===== src/rtl/ncl_tx_pkg.sv =====
// Shared types and default parameters for the NCL dual-rail transmitter.
package ncl_tx_pkg;

    localparam int unsigned W_DEF           = 4;
    localparam int unsigned SYNC_STAGES_DEF = 2;
    localparam int unsigned TMO_CYCLES_DEF  = 255;

    typedef enum logic [1:0] {
        S_NULLW = 2'd0,
        S_IDLE  = 2'd1,
        S_DATA  = 2'd2
    } state_t;

endpackage


===== src/rtl/ncl_sync.sv =====
// Parameterized-depth flop chain synchronizer with async active-low clear.
module ncl_sync #(
    parameter int unsigned STAGES = 2
) (
    input  logic clk,
    input  logic rsb,
    input  logic d,
    output logic q
);

    logic [STAGES-1:0] sync_q;

    always_ff @(posedge clk or negedge rsb) begin
        if (!rsb) begin
            sync_q <= '0;
        end else begin
            sync_q[0] <= d;
            for (int i = 1; i < int'(STAGES); i++) begin
                sync_q[i] <= sync_q[i-1];
            end
        end
    end

    assign q = sync_q[STAGES-1];

endmodule


===== src/rtl/ncl_sync_tx.sv =====
// Single-rail to NCL dual-rail transmitter driven by a synchronized ko handshake.
// Optional sticky handshake watchdog with err output: define NCL_TX_TIMEOUT_EN.
module ncl_sync_tx
    import ncl_tx_pkg::*;
#(
    parameter int unsigned W           = W_DEF,
    parameter int unsigned SYNC_STAGES = SYNC_STAGES_DEF,
    parameter int unsigned TMO_CYCLES  = TMO_CYCLES_DEF
) (
    input  logic         clk,
    input  logic         rsb,
    input  logic [W-1:0] in_data,
    input  logic         in_valid,
    output logic         in_ready,
    input  logic         ko,
    output logic [W-1:0] dr_t,
    output logic [W-1:0] dr_f,
    output logic         busy
`ifdef NCL_TX_TIMEOUT_EN
    ,
    output logic         err
`endif
);

    state_t       state_q;
    state_t       state_d;
    logic         ko_s;
    logic         accept;
    logic [W-1:0] word_q;

    ncl_sync #(
        .STAGES (SYNC_STAGES)
    ) u_ko_sync (
        .clk (clk),
        .rsb (rsb),
        .d   (ko),
        .q   (ko_s)
    );

    assign in_ready = (state_q == S_IDLE) && ko_s;
    assign busy     = (state_q != S_IDLE);
    assign accept   = in_valid && in_ready;

    // Wavefront sequencing: NULL must be acknowledged before the next DATA.
    always_comb begin
        state_d = state_q;
        case (state_q)
            S_NULLW: if (ko_s)   state_d = S_IDLE;
            S_IDLE:  if (accept) state_d = S_DATA;
            S_DATA:  if (!ko_s)  state_d = S_NULLW;
            default:             state_d = S_NULLW;
        endcase
    end

    // Rails are loaded from the next state so they are plain flop outputs.
    always_ff @(posedge clk or negedge rsb) begin
        if (!rsb) begin
            state_q <= S_NULLW;
            word_q  <= '0;
            dr_t    <= '0;
            dr_f    <= '0;
        end else begin
            state_q <= state_d;
            if (accept) begin
                word_q <= in_data;
                dr_t   <= in_data;
                dr_f   <= ~in_data;
            end else if (state_d != S_DATA) begin
                dr_t   <= '0;
                dr_f   <= '0;
            end
        end
    end

`ifdef NCL_TX_TIMEOUT_EN
    localparam int unsigned CW = $clog2(TMO_CYCLES + 1) > 0 ? $clog2(TMO_CYCLES + 1) : 1;

    logic [CW-1:0] cnt_q;
    logic [CW-1:0] cnt_d;

    // Cycles spent waiting on ko in one wavefront phase, saturating at the limit.
    always_comb begin
        cnt_d = cnt_q;
        if (state_d != state_q) begin
            cnt_d = '0;
        end else if ((state_q != S_IDLE) && (cnt_q != CW'(TMO_CYCLES))) begin
            cnt_d = cnt_q + CW'(1);
        end
    end

    always_ff @(posedge clk or negedge rsb) begin
        if (!rsb) begin
            cnt_q <= '0;
            err   <= 1'b0;
        end else begin
            cnt_q <= cnt_d;
            if (cnt_d == CW'(TMO_CYCLES)) begin
                err <= 1'b1;
            end
        end
    end
`endif

endmodule

===== config.mk =====
export PLATFORM = sky130hd
export DESIGN_NAME = ncl_sync_tx
export DESIGN_NICKNAME = d
export VERILOG_FILES = /design/src/rtl/ncl_tx_pkg.sv /design/src/rtl/ncl_sync.sv /design/src/rtl/ncl_sync_tx.sv
export SDC_FILE = /design/constraint.sdc
export NUM_CORES = 1
export LEC_CHECK = 0
export CAP_MARGIN = 0
export CORE_AREA = 2 2 39 41
export CTS_BUF_LIST = sky130_fd_sc_hd__clkbuf_4
export DETAILED_ROUTE_END_ITERATION = 10
export DIE_AREA = 0 0 41 43
export MAX_ROUTING_LAYER = met4
export PLACE_DENSITY_LB_ADDON = 0.15
export SYNTH_ARGS = -nofsm -noshare
export SYNTH_HDL_FRONTEND = slang
export SYNTH_SLANG_ARGS = --single-unit

===== constraint.sdc =====
create_clock -name clk -period 1.15 [get_ports clk]
set_input_delay 0.345 -clock clk [delete_from_list [all_inputs] [get_ports clk]]
set_output_delay 0.345 -clock clk [all_outputs]
set_load 0.05 [all_outputs]

==> results.tsv, run 1 <==
metric	value	unit
final-report hold violation count	0	
post-synthesis cell type count	12	
Final Skew	3.78	ps
failing checks	setup timing	
Inst Count DP	82	
Clk pwr share	0.196	
kind of start point of the critical path	flop	
Cell Pwr Density	1370	nW/µm²
crit-path cells	nand2b_4 > nor2_4 > buf_12	
H-tree Lvls	1	
Post-DP HPWL	822	µm
CTS clk-pin slew, worst paths	70	ps
Worst path top cell family by delay	flip-flops	
worst hold slack	362	ps
CTS buffer count	3	
Rel. slew slack	0.889	
Least-Margin Pin Slew	166	ps
Die Ht	43	µm
Critical path origin	state_q[1]	
Clock Latency Late Sink	260	ps
first-pass GRT wire length	1970	µm
Design Area, Final	908	µm²
critical-path maximum fanout	2	
Final Util	0.656	
Max Fclk	720	MHz
post-synthesis sequential area ratio	0.521	
total power	1.25	mW
hold-fix buffers at CTS	0	
Slowest-stage cell, CP	dfrtp_1	
layout cells sized above 1	0.324	
internal power	0.833	mW
Routed Antenna Nets	0	
Max Slew Vio Count	0	
Syn. warnings	0	
crit-path max cell delay	380	ps
Hold Path Class	reg -> reg	
commonest non-fill, non-tap cell in the layout	dfrtp_1	
die width	41	µm
global route overflow	0	
top cell type's share of synthesized area	0.521	
final setup TNS	-610	ps
Pre-antenna DRT Iters	4	
LEAKAGE	0.370	nW
Placed Instance Area	870	µm²
maximum vdd drop	0.921	mV
FF+latch count, synth	12	
Starting Density	0.417	
CP endpoint kind	output pin	
Mapped Cells	49	
status	finished, violations left	
Core Region	1380	µm²
minimum clock period	1390	ps
CP required	810	ps
CTS root buffer	clkbuf_4	
Reg power frac	0.390	
Residual DRC	0	
Switching Fraction	0.333	
Layout area overhead	57.5	%
gpl congestion	0.646	
DR vias/cell	5.45	
RSZ-0062 raised after global routing	yes	
syn nets	57	
Yosys top cell by area	dfrtp_1	
top post-synthesis cells by area	dfrtp_1, nand3b_1, a21oi_1	
Reg-to-Reg Start	state_q[1]	
Max Cap Violations	0	
initial antenna violation count	0	
Routed WL	1200	µm
# nets final	81	
Ports	18	
WP buf/inv	1	
final period utilization	1.21	
I/O Buffers	17	
Rows	14	
fillers	111	
final worst setup slack	-240	ps
CTS tree	yes	
setup slack at placement	-167	ps
beginning of the worst hold path	u_ko_sync.sync_q[0]	
WS Path Type	reg -> out	
largest net degree at the start of global routing	21	
Syn Area/Cell	11.8	µm²
Initial DRC Count	10	
antenna cells	0	
Net Switching	0.416	mW
# clock sinks	12	
final setup fails	10	
total track usage	0.169	
commonest cells after routing, fill and taps aside	dfrtp_1, buf_12, nand3b_1, a21oi_1	
DIE AREA	1760	µm²
DR WL/cell	13.7	µm
DR vias	474	
area of the mapped netlist	577	µm²
combinational power share	0.414	
fin cells	87	
vias in the first global route	464	
CP arrival	1040	ps
clk buf depth	2	
[cell families after synthesis]
logic type,Yosys count,synth area share
AOI/OAI and AO/OA,11,0.102
buffers and inverters,6,0.0933
DFF,12,0.521
and+or+nand+nor,20,0.284
[worst paths after layout]
path | slack (ps) | cells after the start | endpoint
worst max register to register | 140 | 3 | dr_f[1]
worst min register to register | 360 | 0 | u_ko_sync.sync_q[1]
worst max-delay path | -240 | 3 | in_ready
worst min-delay path | 360 | 0 | u_ko_sync.sync_q[1]
max in group asynchronous | 620 | 2 | state_q[0]
min in group asynchronous | 380 | 2 | state_q[1]
[layer usage]
metal  routed length, µm  global-route usage
met5                   0                   -
met4                   8              0.0400
met3                  57              0.0471
met2                 635               0.263
met1                 495               0.212
[worst register-to-register path: stages, from the launching register on]
cell and delay [ps]:
dfrtp_1 380, buf_4 190, nand4bb_1 200, a21oi_1 170
[flip-flops by register name, indices dropped and copies added, names as in the netlist]
register and flops:
dr_t 4, dr_f 4, state_q 2, u_ko_sync.sync_q 2
[what timing repair did]
| action | in CTS | in global routing |
|---|---|---|
| endpoints found under the hold margin | 0 | 0 |
| gates cloned | 0 | 0 |
| endpoints found under the setup margin | 10 | 10 |
| setup buffers | 1 | 1 |
| resized for setup | 1 | 0 |
| pin swaps | 1 | 0 |
[cell usage after synthesis]
library cell  number
a21oi_1            9
nand2b_1           2
clkinv_1           1
buf_6              4
nor2_1             1
nand3b_1           9
a31oi_1            1
o21bai_1           1
dfrtp_1           12
nand4b_1           4
nand4bb_1          4
buf_2              1
[power groups by stage]
stage	clock network [mW]	registers (mW)	logic, mW
after global placement	0	0.495	0.512
after detailed placement	0	0.496	0.516
final	0.244	0.487	0.517
after floorplan	0	0.542	0.281
after CTS	0.251	0.487	0.518
after global routing	0.274	0.492	0.546
[layout make-up]
type	count	area (µm²)	area share
Tap cell	16	20.0	0.0220
Multi-Input combinational cell	31	238	0.262
Sequential cell	12	300	0.331
Clock buffer	3	22.5	0.0248
Timing Repair Buffer	24	323	0.355
Inverter	1	5.00	0.00551
Note: power is estimated with default switching activity, not from simulation.
==> run 2: changes to the inputs <==
--- a/config.mk
+++ b/config.mk
@@ -12,6 +12,7 @@
 export DIE_AREA = 0 0 41 43
 export MAX_ROUTING_LAYER = met4
 export PLACE_DENSITY_LB_ADDON = 0.15
+export SETUP_SLACK_MARGIN = 0.05
 export SYNTH_ARGS = -nofsm -noshare
 export SYNTH_HDL_FRONTEND = slang
 export SYNTH_SLANG_ARGS = --single-unit
==> constraint.sdc (replaced) <==
create_clock -name clk -period 1.65 [get_ports clk]
set_input_delay 0.495 -clock clk [delete_from_list [all_inputs] [get_ports clk]]
set_output_delay 0.495 -clock clk [all_outputs]
set_load 0.05 [all_outputs]
==> run 2 against run 1 <==
Compared with the run above: the run now ends clean; global-route usage increased by 0.19 points; core utilization decreased by 1.7 points; critical path type unchanged; highest routed layer is now met3; largest power group unchanged; clock-buffer cell count unchanged; setup slack improved by 330 ps.
==> results.tsv, run 2 (same netlist as run 1, synthesis figures left out) <==
metric	value	unit
Residual DRC	0	
postcts setup bufs	0	
maximum vdd drop	0.571	mV
H-tree Lvls	1	
Core Region	1380	µm²
DR vias/cell	5.35	
biggest registers after layout	dr_f: 4 flops, dr_t: 4 flops	
commonest non-fill, non-tap cell in the layout	dfrtp_1	
Clock Latency Late Sink	260	ps
commonest cells after routing, fill and taps aside	dfrtp_1, buf_12, nand3b_1, a21oi_1, clkdlybuf4s50_1	
clk buf depth	2	
Initial DRC Count	6	
DR vias	449	
vias in the first global route	467	
final period utilization	0.944	
Die Ht	43	µm
CP endpoint kind	output pin	
status	finished clean	
initial antenna violation count	0	
final setup fails	0	
first-pass GRT wire length	1990	µm
Max Slew Vio Count	0	
Ports	18	
kind of start point of the critical path	flop	
CTS clk-pin slew, worst paths	70	ps
CTS root buffer	clkbuf_4	
minimum clock period	1560	ps
I/O Buffers	17	
global route overflow	0	
CP arrival	1060	ps
DIE AREA	1760	µm²
antenna cells	0	
total power	0.865	mW
DR WL/cell	14.2	µm
Routed WL	1190	µm
Max Cap Violations	0	
final setup TNS	0	ps
# clock sinks	12	
Max Fclk	642	MHz
Design Area, Final	885	µm²
Final Skew	2.33	ps
WS Path Type	reg -> out	
# nets final	78	
die width	41	µm
CTS buffer count	3	
CTS tree	yes	
critical-path maximum fanout	2	
PostCTS Resize Cnt	0	
hold-fix buffers at CTS	0	
total track usage	0.171	
gpl congestion	0.753	
RSZ-0062 raised after global routing	no	
Cell Pwr Density	977	nW/µm²
CP required	1150	ps
Post-DP HPWL	792	µm
layout cells sized above 1	0.279	
Placed Instance Area	862	µm²
LEAKAGE	0.352	nW
Routed Antenna Nets	0	
Hold Path Class	reg -> reg	
Rows	14	
Pre-antenna DRT Iters	4	
Starting Density	0.417	
Rel. slew slack	0.764	
Layout area overhead	53.4	%
largest net degree at the start of global routing	21	
Least-Margin Pin Slew	353	ps
final-report hold violation count	0	
-- run 2: cell count changes in the layout (fill, tap and decap cells not counted) --
cell / delta
buf_4: -3
clkinv_2: -1
clkinv_1: +1
-- run 2: worst paths after layout --
check                                    startpoint                  end  slack [ps]  cells past startpoint
worst max register to register           state_q[0]              dr_t[0]         630                      3
min in group asynchronous                       rsb              dr_t[3]         530                      2
max in group asynchronous                       rsb              dr_t[2]         970                      2
worst max-delay path                     state_q[1]             in_ready          90                      3
worst min register to register  u_ko_sync.sync_q[0]  u_ko_sync.sync_q[1]         360                      0
worst min-delay path            u_ko_sync.sync_q[0]  u_ko_sync.sync_q[1]         360                      0
-- run 2: area by class of cell --
cell class | instances | area (µm²)
Multi-Input combinational cell | 31 | 238
Sequential cell | 12 | 300
Timing Repair Buffer | 21 | 300
Inverter | 1 | 3.75
Tap cell | 16 | 20.0
Fill cell | 114 | 499
Clock buffer | 3 | 22.5
-- run 2: metrics by stage --
stage / cells / setup slack, ps / hold WS, ps / utilization
after floorplan: 49 / 130 / 199 / -
after global placement: 81 / 96.6 / 332 / 0.623
after detailed placement: 81 / 56.4 / 346 / 0.623
after CTS: 84 / 81.3 / 361 / 0.639
after global routing: 84 / 51.5 / 366 / 0.639
final: 84 / 92.4 / 362 / 0.639
-- run 2: report_power, final --
group / internal, mW / switching (mW) / total, mW
Combinational: 0.175 / 0.182 / 0.357
Sequential: 0.318 / 0.0221 / 0.340
Clock: 0.0842 / 0.0835 / 0.168
-- run 2: worst max-delay path, cell delays in order (launching register included) --
cell and delay [ps]:
dfrtp_1 370, nand2b_4 160, nor2_4 120, buf_12 140
-- run 2: routing by layer --
| metal | track usage | vias up | share of wire |
|---|---|---|---|
| li1 | - | 220 | - |
| met1 | 0.215 | 218 | 0.45 |
| met2 | 0.256 | 11 | 0.51 |
| met3 | 0.0314 | 0 | 0.043 |
| met4 | 0.0800 | 0 | 0 |
| met5 | - | - | 0 |
==> run 3: changes to the inputs <==
--- a/config.mk
+++ b/config.mk
@@ -8,10 +8,12 @@
 export CAP_MARGIN = 0
 export CORE_AREA = 2 2 39 41
 export CTS_BUF_LIST = sky130_fd_sc_hd__clkbuf_4
+export CTS_CLUSTER_DIAMETER = 50
 export DETAILED_ROUTE_END_ITERATION = 10
 export DIE_AREA = 0 0 41 43
 export MAX_ROUTING_LAYER = met4
 export PLACE_DENSITY_LB_ADDON = 0.15
+export RECOVER_POWER = 25
 export SETUP_SLACK_MARGIN = 0.05
 export SYNTH_ARGS = -nofsm -noshare
 export SYNTH_HDL_FRONTEND = slang
==> run 3 against run 2 <==
Compared with the run above: sequential power about the same; final cell count unchanged; sequential share of layout area increased by 0.14 points; global-route usage is the same; core utilization shrank 0.27 points; sequential cell count stayed put; largest power group unchanged; critical endpoint unchanged; combinational power about the same; wire length fell by 0.34%; maximum frequency unchanged; clock power about the same; clock-buffer cell count unchanged; design area down 0.42%.
==> results.tsv, run 3 (same netlist as run 1, synthesis figures left out) <==
metric	value	unit
status	finished clean	
minimum clock period	1560	ps
final setup fails	0	
CTS buffer count	3	
fin cells	84	
gpl congestion	0.753	
Slowest-stage cell, CP	dfrtp_1	
Least-Margin Pin Slew	638	ps
layout cells sized above 1	0.265	
first-pass GRT wire length	1990	µm
Reg power frac	0.394	
internal power	0.575	mW
Post-DP HPWL	792	µm
WHS Endpoint	u_ko_sync.sync_q[1]	
largest net degree at the start of global routing	21	
Cell Pwr Density	980	nW/µm²
critical-path maximum fanout	2	
PostCTS Resize Cnt	0	
Inst Count DP	81	
maximum vdd drop	0.571	mV
I/O Buffers	17	
total track usage	0.171	
CP endpoint kind	output pin	
fillers	116	
final setup TNS	0	ps
RSZ-0062 raised after global routing	no	
DR vias	449	
final period utilization	0.944	
postcts setup bufs	0	
final-report hold violation count	0	
crit-path cells	nand2b_4 > nor2_4 > buf_12	
beginning of the worst hold path	u_ko_sync.sync_q[0]	
hold-fix buffers at CTS	0	
Switching Fraction	0.333	
kind of start point of the critical path	flop	
Net Switching	0.288	mW
Routed Antenna Nets	0	
Layout area overhead	52.7	%
LEAKAGE	0.348	nW
total power	0.863	mW
CTS tree	yes	
initial antenna violation count	0	
R2R cell count	3	
Final Skew	2.33	ps
# clock sinks	12	
Max Fclk	642	MHz
Hold Path Cell Cnt	0	
Worst R2R Setup Slack	630	ps
Max Slew Vio Count	0	
CP required	1150	ps
Reg-to-Reg Start	state_q[0]	
Pre-antenna DRT Iters	4	
Max Cap Violations	0	
antenna cells	0	
global route overflow	0	
DIE AREA	1760	µm²
commonest non-fill, non-tap cell in the layout	dfrtp_1	
Ports	18	
Die Ht	43	µm
die width	41	µm
Clock Latency Late Sink	260	ps
R2R Path End	dr_t[0]	
crit-path max cell delay	370	ps
Worst path top cell family by delay	flip-flops	
# nets final	78	
DR vias/cell	5.35	
combinational power share	0.412	
Final Util	0.637	
CTS clk-pin slew, worst paths	70	ps
H-tree Lvls	1	
Clk pwr share	0.194	
Routed WL	1190	µm
WP buf/inv	1	
Hold Path Class	reg -> reg	
WS Path Type	reg -> out	
Residual DRC	0	
Rows	14	
biggest registers after layout	dr_f: 4 flops, dr_t: 4 flops	
CTS root buffer	clkbuf_4	
Core Region	1380	µm²
Initial DRC Count	6	
commonest cells after routing, fill and taps aside	dfrtp_1, buf_12, nand3b_1, a21oi_1, clkdlybuf4s50_1	
Rel. slew slack	0.575	
CP arrival	1060	ps
clk buf depth	2	
final worst setup slack	92.4	ps
DR WL/cell	14.1	µm
Starting Density	0.417	
vias in the first global route	467	
setup slack at placement	56.4	ps
## run 3: power groups by stage
| stage | logic, mW | clock network, mW | registers, mW |
|---|---|---|---|
| floorplan | 0.196 | 0 | 0.378 |
| global placement | 0.355 | 0 | 0.346 |
| detailed placement | 0.358 | 0 | 0.345 |
| CTS | 0.360 | 0.174 | 0.340 |
| global route | 0.376 | 0.192 | 0.342 |
| finish | 0.355 | 0.168 | 0.340 |
## run 3: through the flow
step / hold slack (ps) / cell area, µm²
finish: 362 / 881
global route: 366 / 881
CTS: 361 / 885
detailed placement: 346 / 862
global placement: 332 / 862
floorplan: 199 / 592
## run 3: worst max-delay path by stage
| stage | start | end | slack (ps) | cells past startpoint |
|---|---|---|---|---|
| after floorplan | state_q[1] | in_ready | 130 | 3 |
| after global placement | in_valid | dr_t[0] | 100 | 3 |
| after detailed placement | in_valid | dr_t[3] | 60 | 3 |
| after CTS | state_q[1] | in_ready | 80 | 3 |
| after global routing | state_q[1] | in_ready | 50 | 3 |
| final | state_q[1] | in_ready | 90 | 3 |
## run 3: layout make-up
| class | count | area (µm²) | area share |
|---|---|---|---|
| Inverter | 1 | 3.75 | 0.00426 |
| Clock buffer | 3 | 22.5 | 0.0256 |
| Multi-Input combinational cell | 31 | 238 | 0.270 |
| Sequential cell | 12 | 300 | 0.341 |
| Timing Repair Buffer | 21 | 297 | 0.337 |
| Tap cell | 16 | 20.0 | 0.0227 |
## run 3: worst register-to-register path: cells and delay by family, from the launching register on
kind,cells,cell delay [ps]
AO/OA/AOI/OAI,1,150
AND/OR/NAND/NOR,1,170
buffers and inverters,1,210
flip-flops,1,410
## run 3: routing by layer
layer | wire [µm] | up-vias | GRT usage
met5 | 0 | - | -
met4 | 0 | 0 | 0.0800
met3 | 51 | 0 | 0.0314
met2 | 606 | 11 | 0.256
met1 | 530 | 218 | 0.215
li1 | - | 220 | -
